### config.mk
export PLATFORM = sky130hd
export DESIGN_NAME = regfile_ckpt
export DESIGN_NICKNAME = d
export VERILOG_FILES = /design/src/rtl/regfile_ckpt.sv
export SDC_FILE = /design/constraint.sdc
export NUM_CORES = 1
export LEC_CHECK = 0
export ABC_AREA = 1
export CORE_MARGIN = 4
export CORE_UTILIZATION = 65
export CTS_BUF_LIST = sky130_fd_sc_hd__clkbuf_2 sky130_fd_sc_hd__clkbuf_4 sky130_fd_sc_hd__clkbuf_8
export CTS_CLUSTER_DIAMETER = 80
export CTS_CLUSTER_SIZE = 24
export DETAILED_ROUTE_END_ITERATION = 12
export PLACE_DENSITY = 0.85
export RECOVER_POWER = 100
export SYNTH_ARGS = -nofsm -noshare
export SYNTH_HDL_FRONTEND = slang
export SYNTH_SLANG_ARGS = --single-unit
### constraint.sdc
create_clock -name clk -period 3.05 [get_ports clk]
set_input_delay 0.305 -clock clk [delete_from_list [all_inputs] [get_ports clk]]
set_output_delay 0.305 -clock clk [all_outputs]
set_load 0.01 [all_outputs]
### src/rtl/regfile_ckpt.sv
// regfile_ckpt: decode-stage register file with two combinational read ports,
// one write port, optional write-through bypass, optional hardwired-zero
// register 0 and a single-level checkpoint of the whole array for rollback.
module regfile_ckpt #(
    parameter int WIDTH    = 16,
    parameter int NUM_REGS = 8,
    parameter int BYPASS   = 1,
    parameter int ZERO_REG = 0,
    localparam int AW      = (NUM_REGS > 1) ? $clog2(NUM_REGS) : 1
) (
    input  logic             clk,
    input  logic             rst,
    input  logic             wr_en,
    input  logic [AW-1:0]    wr_addr,
    input  logic [WIDTH-1:0] wr_data,
    input  logic [AW-1:0]    rd_addr0,
    output logic [WIDTH-1:0] rd_data0,
    input  logic [AW-1:0]    rd_addr1,
    output logic [WIDTH-1:0] rd_data1,
    input  logic             ckpt_save,
    input  logic             ckpt_restore,
    output logic             ckpt_valid,
    output logic             err
);

    // Register count widened by one bit so an index can be compared against it
    localparam logic [AW:0] NUM_REGS_W = (AW + 1)'(NUM_REGS);

    logic [WIDTH-1:0] regs_q   [NUM_REGS];
    logic [WIDTH-1:0] regs_d   [NUM_REGS];
    logic [WIDTH-1:0] shadow_q [NUM_REGS];
    logic [WIDTH-1:0] shadow_d [NUM_REGS];
    logic             valid_q;
    logic             valid_d;
    logic             err_q;
    logic             err_d;

    logic wr_in_range;
    logic wr_to_zero;
    logic save_eff;
    logic restore_eff;
    logic save_restore_both;
    logic wr_eff;

    // Decode which of write / save / restore actually take effect this cycle
    always_comb begin
        wr_in_range       = ({1'b0, wr_addr} < NUM_REGS_W);
        wr_to_zero        = (ZERO_REG != 0) && (wr_addr == '0);
        save_restore_both = ckpt_save & ckpt_restore;
        save_eff          = ckpt_save & ~ckpt_restore;
        restore_eff       = ckpt_restore & ~ckpt_save & valid_q;
        wr_eff            = wr_en & wr_in_range & ~wr_to_zero & ~restore_eff;
        err_d             = (wr_en & ~wr_in_range)
                          | (ckpt_restore & ~valid_q)
                          | save_restore_both;
    end

    // Next array contents: restore wins over a write; the shadow captures the post-write image
    always_comb begin
        regs_d   = regs_q;
        shadow_d = shadow_q;
        valid_d  = valid_q | save_eff;
        if (restore_eff) begin
            regs_d = shadow_q;
        end else begin
            for (int i = 0; i < NUM_REGS; i++) begin
                if (wr_eff && (wr_addr == AW'(i))) begin
                    regs_d[i] = wr_data;
                end
            end
        end
        if (save_eff) begin
            shadow_d = regs_d;
        end
    end

    // Array, shadow and status flops, cleared asynchronously while rst is low
    always_ff @(posedge clk or negedge rst) begin
        if (!rst) begin
            regs_q   <= '{default: '0};
            shadow_q <= '{default: '0};
            valid_q  <= 1'b0;
            err_q    <= 1'b0;
        end else begin
            regs_q   <= regs_d;
            shadow_q <= shadow_d;
            valid_q  <= valid_d;
            err_q    <= err_d;
        end
    end

    // Read ports: out-of-range and hardwired-zero reads give 0, bypass forwards same-cycle writes
    always_comb begin
        rd_data0 = '0;
        rd_data1 = '0;
        for (int i = 0; i < NUM_REGS; i++) begin
            if (!((ZERO_REG != 0) && (i == 0))) begin
                if (rd_addr0 == AW'(i)) begin
                    rd_data0 = regs_q[i];
                end
                if (rd_addr1 == AW'(i)) begin
                    rd_data1 = regs_q[i];
                end
            end
        end
        if ((BYPASS != 0) && wr_eff) begin
            if (rd_addr0 == wr_addr) begin
                rd_data0 = wr_data;
            end
            if (rd_addr1 == wr_addr) begin
                rd_data1 = wr_data;
            end
        end
    end

    assign ckpt_valid = valid_q;
    assign err        = err_q;

endmodule

==> impl_metrics.yaml, run 1 <==
detailed_routing:
  finalWirelength_um: 47900
  dr.pass1.iters: 10
  drtIter0Drc: 1928
  routed_via_density: 6.26
  ant_nets: 0
  drc_errors: 0
  num_vias: 14500
  drt-wirelength-per-cell_um: 20.6
die:
  start_util_pct: 66.6
  rows: 54
  die_height_um: 158
  die_x_um: 158
  core-area_um2: 22000
  fp.dieArea_um2: 25000
  io_pins: 64
synth:
  ys_dominant_reg_cell: "dfrtp_1"
  synth.top_cell.area_share_pct: 44.0
  syn_area_um2: 14700
  yosysWarnings: 0
  ys_seq_area_share_pct: 44.0
  ys_types: 27
  synth_edf_count: 0
  syn_area_per_cell_um2: 7.23
  synth_most_common_cell: "nand2_1"
  syn_nets: 2058
  ys_async_sr_fraction_pct: 100
  synth-seq-cells: 258
  yosys.area.top_type: "dfrtp_1"
  synthTopCellsByCount: "nand2_1, dfrtp_1, inv_1, nor2_1, a21oi_1"
  synth_area_leaders: "dfrtp_1, nand2_1, nand4_1, or2_2, a31oi_1"
  syn_inst: 2028
worst_setup_path:
  reg2reg_slack_ps: 320
  crit_family: "buffers and inverters"
  path_class: "input pin to primary output"
  critPathCaptureType: "primary output"
  cp.depth: 10
  crit_chain: "clkdlybuf4s50_1 > nor2_1 > buf_12 > nand3_1 > nand2_1 > nor2_1 > nand4_1 > nand2_1 > a21oi_1 > clkdlybuf4s50_1"
  cp_num_buf_inv: 3
  arrival_ps: 2720
  rr_endpoint: "shadow_q[7]$_DFFE_PN0P_"
  r2r_start: "ckpt_valid$_DFF_PN0_"
  cp_slowest_cell: "clkdlybuf4s50_1"
  required_ps: 2740
  start_kind: "input pin"
  worstPathMaxFanout: 16
  rr_worst_depth: 8
  cp-endpoint: "rd_data1[15]"
  crit_start: "rd_addr1[1]"
  cpPeakStageDelay_ps: 600
timing:
  slew_viol_final: 190
  finalCritPeriodShare_pct: 99.1
  whs_ps: 487
  max_slew.worst_pin.slew_ps: 2410
  relSlewSlack_pct: -60.7
  rsz0062_at_grt: "false"
  min_period_ps: 3020
  max_freq_mhz: 331
  fin_skew_ps: 25.2
  hold_viol_final: 0
  setup_tns_ps: 0
  setup_viol: 0
global_routing:
  antenna_found_initial: 0
  grt_pass1_wl_um: 76000
  grt_pass1_vias: 13900
  grt_max_degree: 164
  grt_usage_pct: 38.7
  grt_overflow: 0
final_layout:
  final_cell_area_um2: 16100
  final_net_count: 2067
  antenna_cells: 0
  syn_to_final_growth_pct: 9.89
  drive_above_1_share_pct: 11.0
pwr:
  power.switching_w: 0.00327
  clkPwrFrac_pct: 19.4
  powerDensity_nw_per_um2: 555
  intPower_w: 0.00567
  seqPwrFrac_pct: 52.9
  p_leak_nw: 8.13
  switching_share_pct: 36.6
  irDropWorstVdd_uv: 584
  power_frac_comb_pct: 27.7
placed_design:
  placed_area_um2: 15800
  globalplace.congestion: 0.973
  port_buffers: 63
  place_hpwl_um: 31400
clock_tree:
  cts_max_level: 1
  path_clk_slew_ps: 100
  cts_tree: "built"
  cts_buffer_depth: 3
  insertion_delay_ps: 560
  root_buffer: "clkbuf_8"
  numCtsBuffers: 16
  clock-sinks: 258
flow_run:
  maxCapViolCount: 2
status:
  violations: "capacitance limit, slew limit"
  status: "finished, violations left"
hold_path:
  min_path_type: "register to register"
## tightest hold or removal path, cell delays in order, from the launching register on
cell     delay [ps]
dfrtp_1         350
nand2_1          50
nand2_1          50
## cells in the final DEF (no fill, tap or decap), drive strengths merged, types with 2 or more instances in the layout
cell | synthesis | layout
nand2 | 706 | 706
dfrtp | 258 | 258
inv | 141 | 146
nor2 | 143 | 143
a21oi | 113 | 113
a21boi | 113 | 113
nand4 | 98 | 98
or2 | 98 | 98
a31oi | 96 | 96
nand3 | 72 | 72
buf | 53 | 69
clkdlybuf4s50 | 0 | 55
o21ai | 32 | 32
clkbuf | 94 | 27
nor3 | 6 | 6
dlygate4sd3 | 0 | 4
clkinv | 3 | 2
## registers in the layout, indices dropped and copies added (netlist names)
name / flops
regs_q: 128
shadow_q: 128
ckpt_valid: 1
err: 1
## timing repair
| item | in CTS | in global routing |
|---|---|---|
| pin swaps | 2 | 0 |
| buffers inserted | 1 | 1 |
| gates resized for setup | 2 | 10 |
| endpoints found under the setup margin | 5 | 28 |
| endpoints found under the hold margin | 88 | 0 |
| hold buffers | 1 | 0 |
## worst min-delay path by stage
stage / cells past startpoint / slack (ps) / endpoint / from
finish: 2 / 490 / shadow_q[106]$_DFFE_PN0P_ / shadow_q[106]$_DFFE_PN0P_
global route: 2 / 500 / shadow_q[12]$_DFFE_PN0P_ / shadow_q[12]$_DFFE_PN0P_
CTS: 2 / 370 / shadow_q[97]$_DFFE_PN0P_ / rst
detailed placement: 1 / 390 / regs_q[82]$_DFF_PN0_ / rst
global placement: 1 / 380 / shadow_q[82]$_DFFE_PN0P_ / rst
floorplan: 0 / 9 / ckpt_valid$_DFF_PN0_ / rst
## power groups by stage
stage	logic, W	registers (W)	clock network, W
CTS	0.00250	0.00469	0.00176
floorplan	0.00162	0.00454	0
finish	0.00248	0.00473	0.00174
detailed placement	0.00248	0.00475	0
global placement	0.00238	0.00472	0
global route	0.00277	0.00479	0.00187
## through the flow
stage          total power, W  worst slack [ps]  util, %  std cells
6_report              0.00894              27.9     73.2       2321
5_1_grt               0.00943              2.07     73.2       2321
4_1_cts               0.00894             -12.9     73.4       2320
3_5_place_dp          0.00723              7.49     71.9       2296
3_3_place_gp          0.00710              2.54     71.9       2296
2_1_floorplan         0.00616              1160        -       2028
## area by class of cell
type | instances | area (um2)
Fill cell | 1712 | 5910
Multi-Input combinational cell | 1479 | 7100
Timing Repair Buffer | 138 | 1360
Tap cell | 280 | 350
Inverter | 144 | 549
Sequential cell | 258 | 6460
Clock buffer | 17 | 234
Clock inverter | 5 | 63.8
## kinds of logic (layout without fill, tap and decap cells)
logic type | Yosys count | in the layout | synth area share (%)
xor+xnor | 2 | 2 | 0.119
buf+inv | 291 | 304 | 7.84
flops | 258 | 258 | 44.0
simple gates | 1123 | 1123 | 33.2
compound gates | 354 | 354 | 14.8
## layer usage
| metal | part of all wire (%) | vias to the layer above | wire length (um) | track usage (%) |
|---|---|---|---|---|
| li1 | - | 6593 | - | - |
| met2 | 45 | 920 | 21400 | 59.8 |
| met1 | 38 | 6777 | 18200 | 53.3 |
| met5 | 0 | - | 0 | 0 |
| met3 | 10 | 247 | 4850 | 5.41 |
| met4 | 7.2 | 0 | 3450 | 20.4 |
No activity file was read; power rests on OpenSTA's default activity.
==> run 2, diff against run 1 <==
Settings changed: CORE_MARGIN 4 to unset.
==> run 2 against run 1 <==
The flow still finishes with violations (capacitance limit, slew limit); sequential cell count stayed put; via count is 0.40% lower; sequential power hardly changed; die area is 7.4% lower; global-route usage is 0.78 points higher; clock power is 4% lower; clock skew is 5.2 ps lower; count of clock-buffer cells in the layout is 2 lower; first-iteration DRC count is 11% lower; design area is 0.86% lower; combinational power is 2% lower; critical endpoint is now rd_data1[3].
==> impl_metrics.yaml, run 2 (synthesis results as in run 1) <==
detailed_routing:
  drc_errors: 0
  drtIter0Drc: 1715
  drt-wirelength-per-cell_um: 19.6
  ant_nets: 0
  routed_via_density: 6.26
  dr.pass1.iters: 7
  num_vias: 14500
  finalWirelength_um: 45300
placed_design:
  dp_slack_ps: 93.5
  place_hpwl_um: 30300
  placed_area_um2: 15700
  globalplace.congestion: 1.01
  port_buffers: 63
global_routing:
  antenna_found_initial: 0
  grt_max_degree: 164
  grt_pass1_vias: 13700
  grt_overflow: 0
  grt_pass1_wl_um: 72400
  grt_usage_pct: 39.5
final_layout:
  antenna_cells: 0
  largestRegisters: "regs_q x128, shadow_q x128"
  drive_above_1_share_pct: 10.6
  syn_to_final_growth_pct: 8.94
  final_cell_mix: "nand2_1, dfrtp_1, inv_1"
  multiInputGateArea_um2: 7080
  regArea_um2: 6460
  final_cell_area_um2: 16000
  fillers: 1750
  layout_commonest_cell: "nand2_1"
  final_net_count: 2061
pwr:
  p_leak_nw: 8.10
  irDropWorstVdd_uv: 480
  powerDensity_nw_per_um2: 551
  power_w: 0.00880
timing:
  fin_skew_ps: 20.0
  setup_ws_ps: 109
  setup_viol: 0
  rsz0062_at_grt: "false"
  setup_tns_ps: 0
  hold_viol_final: 0
  relSlewSlack_pct: -56.2
  max_freq_mhz: 340
  min_period_ps: 2940
  finalCritPeriodShare_pct: 96.4
  max_slew.worst_pin.slew_ps: 2340
  slew_viol_final: 98
hold_path:
  min_to: "err$_DFF_PN0_"
  min_from: "ckpt_restore"
  min_path_type: "input pin to register"
  hold_depth: 2
die:
  core-area_um2: 22000
  fp.dieArea_um2: 23200
  rows: 54
  die_x_um: 152
  start_util_pct: 66.8
  die_height_um: 152
  io_pins: 64
clock_tree:
  cts_tree: "built"
  cts_max_level: 1
  insertion_delay_ps: 550
  numCtsBuffers: 15
  clock-sinks: 258
  root_buffer: "clkbuf_8"
  path_clk_slew_ps: 130
  cts_buffer_depth: 3
worst_setup_path:
  r2r_start: "ckpt_valid$_DFF_PN0_"
  crit_family: "buffers and inverters"
  arrival_ps: 2640
  path_class: "input pin to primary output"
  cpPeakStageDelay_ps: 530
  cp_slowest_cell: "clkdlybuf4s50_1"
  rr_endpoint: "shadow_q[44]$_DFFE_PN0P_"
  cp_num_buf_inv: 4
  worstPathMaxFanout: 20
  crit_chain: "clkdlybuf4s50_1 > clkbuf_4 > nand3_1 > inv_1 > a21oi_1 > nand2_1 > a21oi_1 > clkdlybuf4s50_1"
  required_ps: 2740
  reg2reg_slack_ps: 370
  rr_worst_depth: 8
  start_kind: "input pin"
  critPathCaptureType: "primary output"
flow_run:
  maxCapViolCount: 1
status:
  status: "finished, violations left"
  violations: "capacitance limit, slew limit"
run 2: cell count changes in the layout (fill, tap and decap cells not counted), moves of 2 or more:
cell / before / now
buf_12: 16 / 9
clkbuf_1: 6 / 2
clkbuf_2: 2 / 6
dlymetal6s2s_1: 0 / 3
buf_2: 2 / 0
clkbuf_8: 17 / 15
inv_2: 6 / 4
run 2: timing repair:
item | 4_1_cts | 5_1_grt
endpoints found under the setup margin | 1 | 19
pin swaps | 0 | 1
resized for setup | 1 | 13
hold buffers | 1 | 0
setup buffers | 0 | 2
endpoints found under the hold margin | 49 | 0
gates cloned | 0 | 1
run 2: layout make-up:
| cell class | count | area share [%] |
|---|---|---|
| Clock inverter | 5 | 0.392 |
| Sequential cell | 258 | 40.4 |
| Inverter | 144 | 3.45 |
| Clock buffer | 15 | 1.29 |
| Tap cell | 280 | 2.19 |
| Multi-Input combinational cell | 1479 | 44.3 |
| Timing Repair Buffer | 133 | 7.90 |
run 2: per-stage QoR:
stage	util [%]	instances	hold WS, ps
finish	72.8	2314	469
global route	72.8	2314	485
floorplan	-	2028	9.41
global placement	71.6	2290	248
detailed placement	71.6	2290	248
CTS	72.8	2311	252
run 2: routing by layer:
| layer | track usage, % | part of all wire [%] | vias up | wire length [um] |
|---|---|---|---|---|
| met5 | 0 | 0 | - | 0 |
| met4 | 24.5 | 6.7 | 0 | 3030 |
| met3 | 6.17 | 9.4 | 213 | 4270 |
| met2 | 61.6 | 45 | 830 | 20600 |
| met1 | 52.1 | 38 | 6852 | 17400 |
| li1 | - | - | 6584 | - |
run 2: power by group:
| group | leakage, nW | switching [W] | internal, W |
|---|---|---|---|
| Sequential | 3.16 | 0.000563 | 0.00415 |
| Clock | 0.137 | 0.00111 | 0.000563 |
| Combinational | 4.80 | 0.00146 | 0.000956 |
run 2: worst register-to-register path: stages, from the launching register on:
cell and delay (ps):
dfrtp_2 460, nand3_4 140, buf_12 450, inv_1 270, clkbuf_2 560, a31oi_1 380, a21boi_0 160, nand2_1 80
nand2_1 80
run 2: how the worst max path moves through the flow:
stage / start / end / slack, ps / depth (start not counted)
after CTS: ckpt_valid$_DFF_PN0_ / rd_data1[2] / 60 / 7
after detailed placement: ckpt_restore / rd_data0[11] / 90 / 11
after global placement: rd_addr0[2] / rd_data0[14] / 200 / 10
final: rd_addr1[2] / rd_data1[3] / 110 / 8
after global routing: ckpt_save / rd_data0[3] / 10 / 12
after floorplan: ckpt_valid$_DFF_PN0_ / rd_data0[10] / 1160 / 8
==> run 3, diff against run 2 <==
Settings changed: GPL_TIMING_DRIVEN set to 1, SETUP_SLACK_MARGIN set to 0.4.
==> run 3 against run 2 <==
Worst hold slack better by 21 ps; register-to-register slack about the same; utilization up 0.50 points; first-iteration DRC count up 6.9%; the run still ends with capacitance limit, slew limit left; sequential power about the same; worst setup slack better by 210 ps; die area unchanged; final cell count up 0.35%; design area up 0.68%; highest routed layer unchanged.
==> impl_metrics.yaml, run 3 (synthesis results as in run 1) <==
final_layout:
  antenna_cells: 0
  final_net_count: 2069
  final_cell_mix: "nand2_1, dfrtp_1, inv_1"
  layout_commonest_cell: "nand2_1"
  drive_above_1_share_pct: 11.6
  largestRegisters: "regs_q x128, shadow_q x128"
  fillers: 1742
  final_cell_area_um2: 16100
  syn_to_final_growth_pct: 9.68
die:
  fp.dieArea_um2: 23200
  core-area_um2: 22000
  die_x_um: 152
  io_pins: 64
  start_util_pct: 66.8
  die_height_um: 152
  rows: 54
global_routing:
  grt_overflow: 0
  use_met3_pct: 7.76
  grt_max_degree: 164
  grt_usage_pct: 40.0
  antenna_found_initial: 0
  grtUsageMet2_pct: 62.1
  grt.met1_usage_pct: 51.9
  grt_pass1_vias: 13900
  busiest_layer: "met2"
  grt_pass1_wl_um: 73200
detailed_routing:
  drt-wirelength-per-cell_um: 19.8
  dr.pass1.iters: 9
  drtIter0Drc: 1833
  finalWirelength_um: 46100
  drc_errors: 0
  ant_nets: 0
  routed_via_density: 6.27
  num_vias: 14600
worst_setup_path:
  start_kind: "input pin"
  critPathCaptureType: "primary output"
  worstPathMaxFanout: 8
  arrival_ps: 2430
  cpPeakStageDelay_ps: 380
  cp_slowest_cell: "dlygate4sd2_1"
  crit_chain: "dlygate4sd2_1 > clkbuf_1 > nor2_1 > buf_6 > clkbuf_1 > nand3_1 > nand2_1 > nor2_1 > nand4_1 > nand2_1 > a21oi_1 > dlygate4sd2_1"
  required_ps: 2740
  path_class: "input pin to primary output"
timing:
  slew_viol_final: 98
  rsz0062_at_grt: "false"
  max_freq_mhz: 366
  fin_skew_ps: 21.0
  max_slew.worst_pin.slew_ps: 2130
  setup_viol: 0
  setup_tns_ps: 0
  finalCritPeriodShare_pct: 89.6
  min_period_ps: 2730
  relSlewSlack_pct: -41.7
  hold_viol_final: 0
clock_tree:
  cts_buffer_depth: 3
  clock-sinks: 258
  path_clk_slew_ps: 130
  numCtsBuffers: 15
  cts_tree: "built"
  insertion_delay_ps: 560
  root_buffer: "clkbuf_8"
  cts_max_level: 1
status:
  status: "finished, violations left"
  violations: "capacitance limit, slew limit"
pwr:
  power_frac_comb_pct: 27.1
  clkPwrFrac_pct: 19.1
  intPower_w: 0.00562
  powerDensity_nw_per_um2: 545
  p_leak_nw: 8.18
  seqPwrFrac_pct: 53.8
  power.switching_w: 0.00315
  irDropWorstVdd_uv: 486
  switching_share_pct: 35.9
placed_design:
  placed_area_um2: 15700
  globalplace.congestion: 1.01
  port_buffers: 63
  place_hpwl_um: 30300
flow_run:
  maxCapViolCount: 1
hold_path:
  min_path_type: "register to register"
[run 3: changes by cell type in the layout (fill, tap and decap cells not counted), moves of 6 or more]
cell / previous run / this run
nor2_2: 8 / 14
clkbuf_1: 2 / 9
nor2_1: 133 / 124
dlygate4sd2_1: 0 / 20
clkdlybuf4s25_1: 0 / 8
clkdlybuf4s50_1: 55 / 21
[run 3: through the flow]
| stage | std cells | setup WS [ps] | hold slack [ps] | utilization, % | power [W] |
|---|---|---|---|---|---|
| floorplan | 2028 | 1160 | 9.41 | - | 0.00616 |
| global placement | 2290 | 195 | 248 | 71.6 | 0.00704 |
| detailed placement | 2290 | 93.5 | 248 | 71.6 | 0.00716 |
| CTS | 2314 | 204 | 252 | 73.0 | 0.00873 |
| global route | 2322 | 222 | 510 | 73.2 | 0.00923 |
| finish | 2322 | 316 | 491 | 73.2 | 0.00877 |
[run 3: power by group through the flow]
stage | Combinational [W] | Clock [W] | Sequential, W
finish | 0.00238 | 0.00167 | 0.00472
global route | 0.00267 | 0.00178 | 0.00478
CTS | 0.00237 | 0.00168 | 0.00468
detailed placement | 0.00242 | 0 | 0.00474
global placement | 0.00233 | 0 | 0.00472
floorplan | 0.00162 | 0 | 0.00454
[run 3: final timing paths]
path                                               start                        end  slack (ps)  cells past startpoint
worst min register to register  shadow_q[91]$_DFFE_PN0P_   shadow_q[91]$_DFFE_PN0P_         490                      2
worst max register to register      ckpt_valid$_DFF_PN0_   shadow_q[12]$_DFFE_PN0P_         360                      9
worst max-delay path                         rd_addr1[0]               rd_data1[11]         320                     12
worst min-delay path            shadow_q[91]$_DFFE_PN0P_   shadow_q[91]$_DFFE_PN0P_         490                      2
min in group asynchronous                            rst  shadow_q[116]$_DFFE_PN0P_         550                      2
max in group asynchronous                            rst       regs_q[13]$_DFF_PN0_         710                      3
[run 3: area by class of cell]
cell class              instances  area [um2]  area share (%)
clock buffers                  15         206            1.28
flip-flops and latches        258        6460            40.1
inverters                     144         563            3.50
multi-input cells            1479        7130            44.3
well taps                     280         350            2.18
repair buffers                141        1310            8.17
clock inverters                 5        62.6           0.389
[run 3: timing repair]
item	4_1_cts	5_1_grt
pin swaps	0	5
gates cloned	2	2
resized for setup	47	45
setup buffers	1	6
hold buffers	1	0
hold endpoints to repair	49	0
endpoints found under the setup margin	32	17
[run 3: critical path: cells and delay by family]
kind	cells	cell delay, ps
buf+inv	5	1330
simple gates	6	730
compound gates	1	70
[run 3: metal layers]
layer | vias up | share of wire [%]
met5 | - | 0
li1 | 6584 | -
met1 | 6861 | 38
met3 | 216 | 10
met4 | 0 | 6.3
met2 | 899 | 45
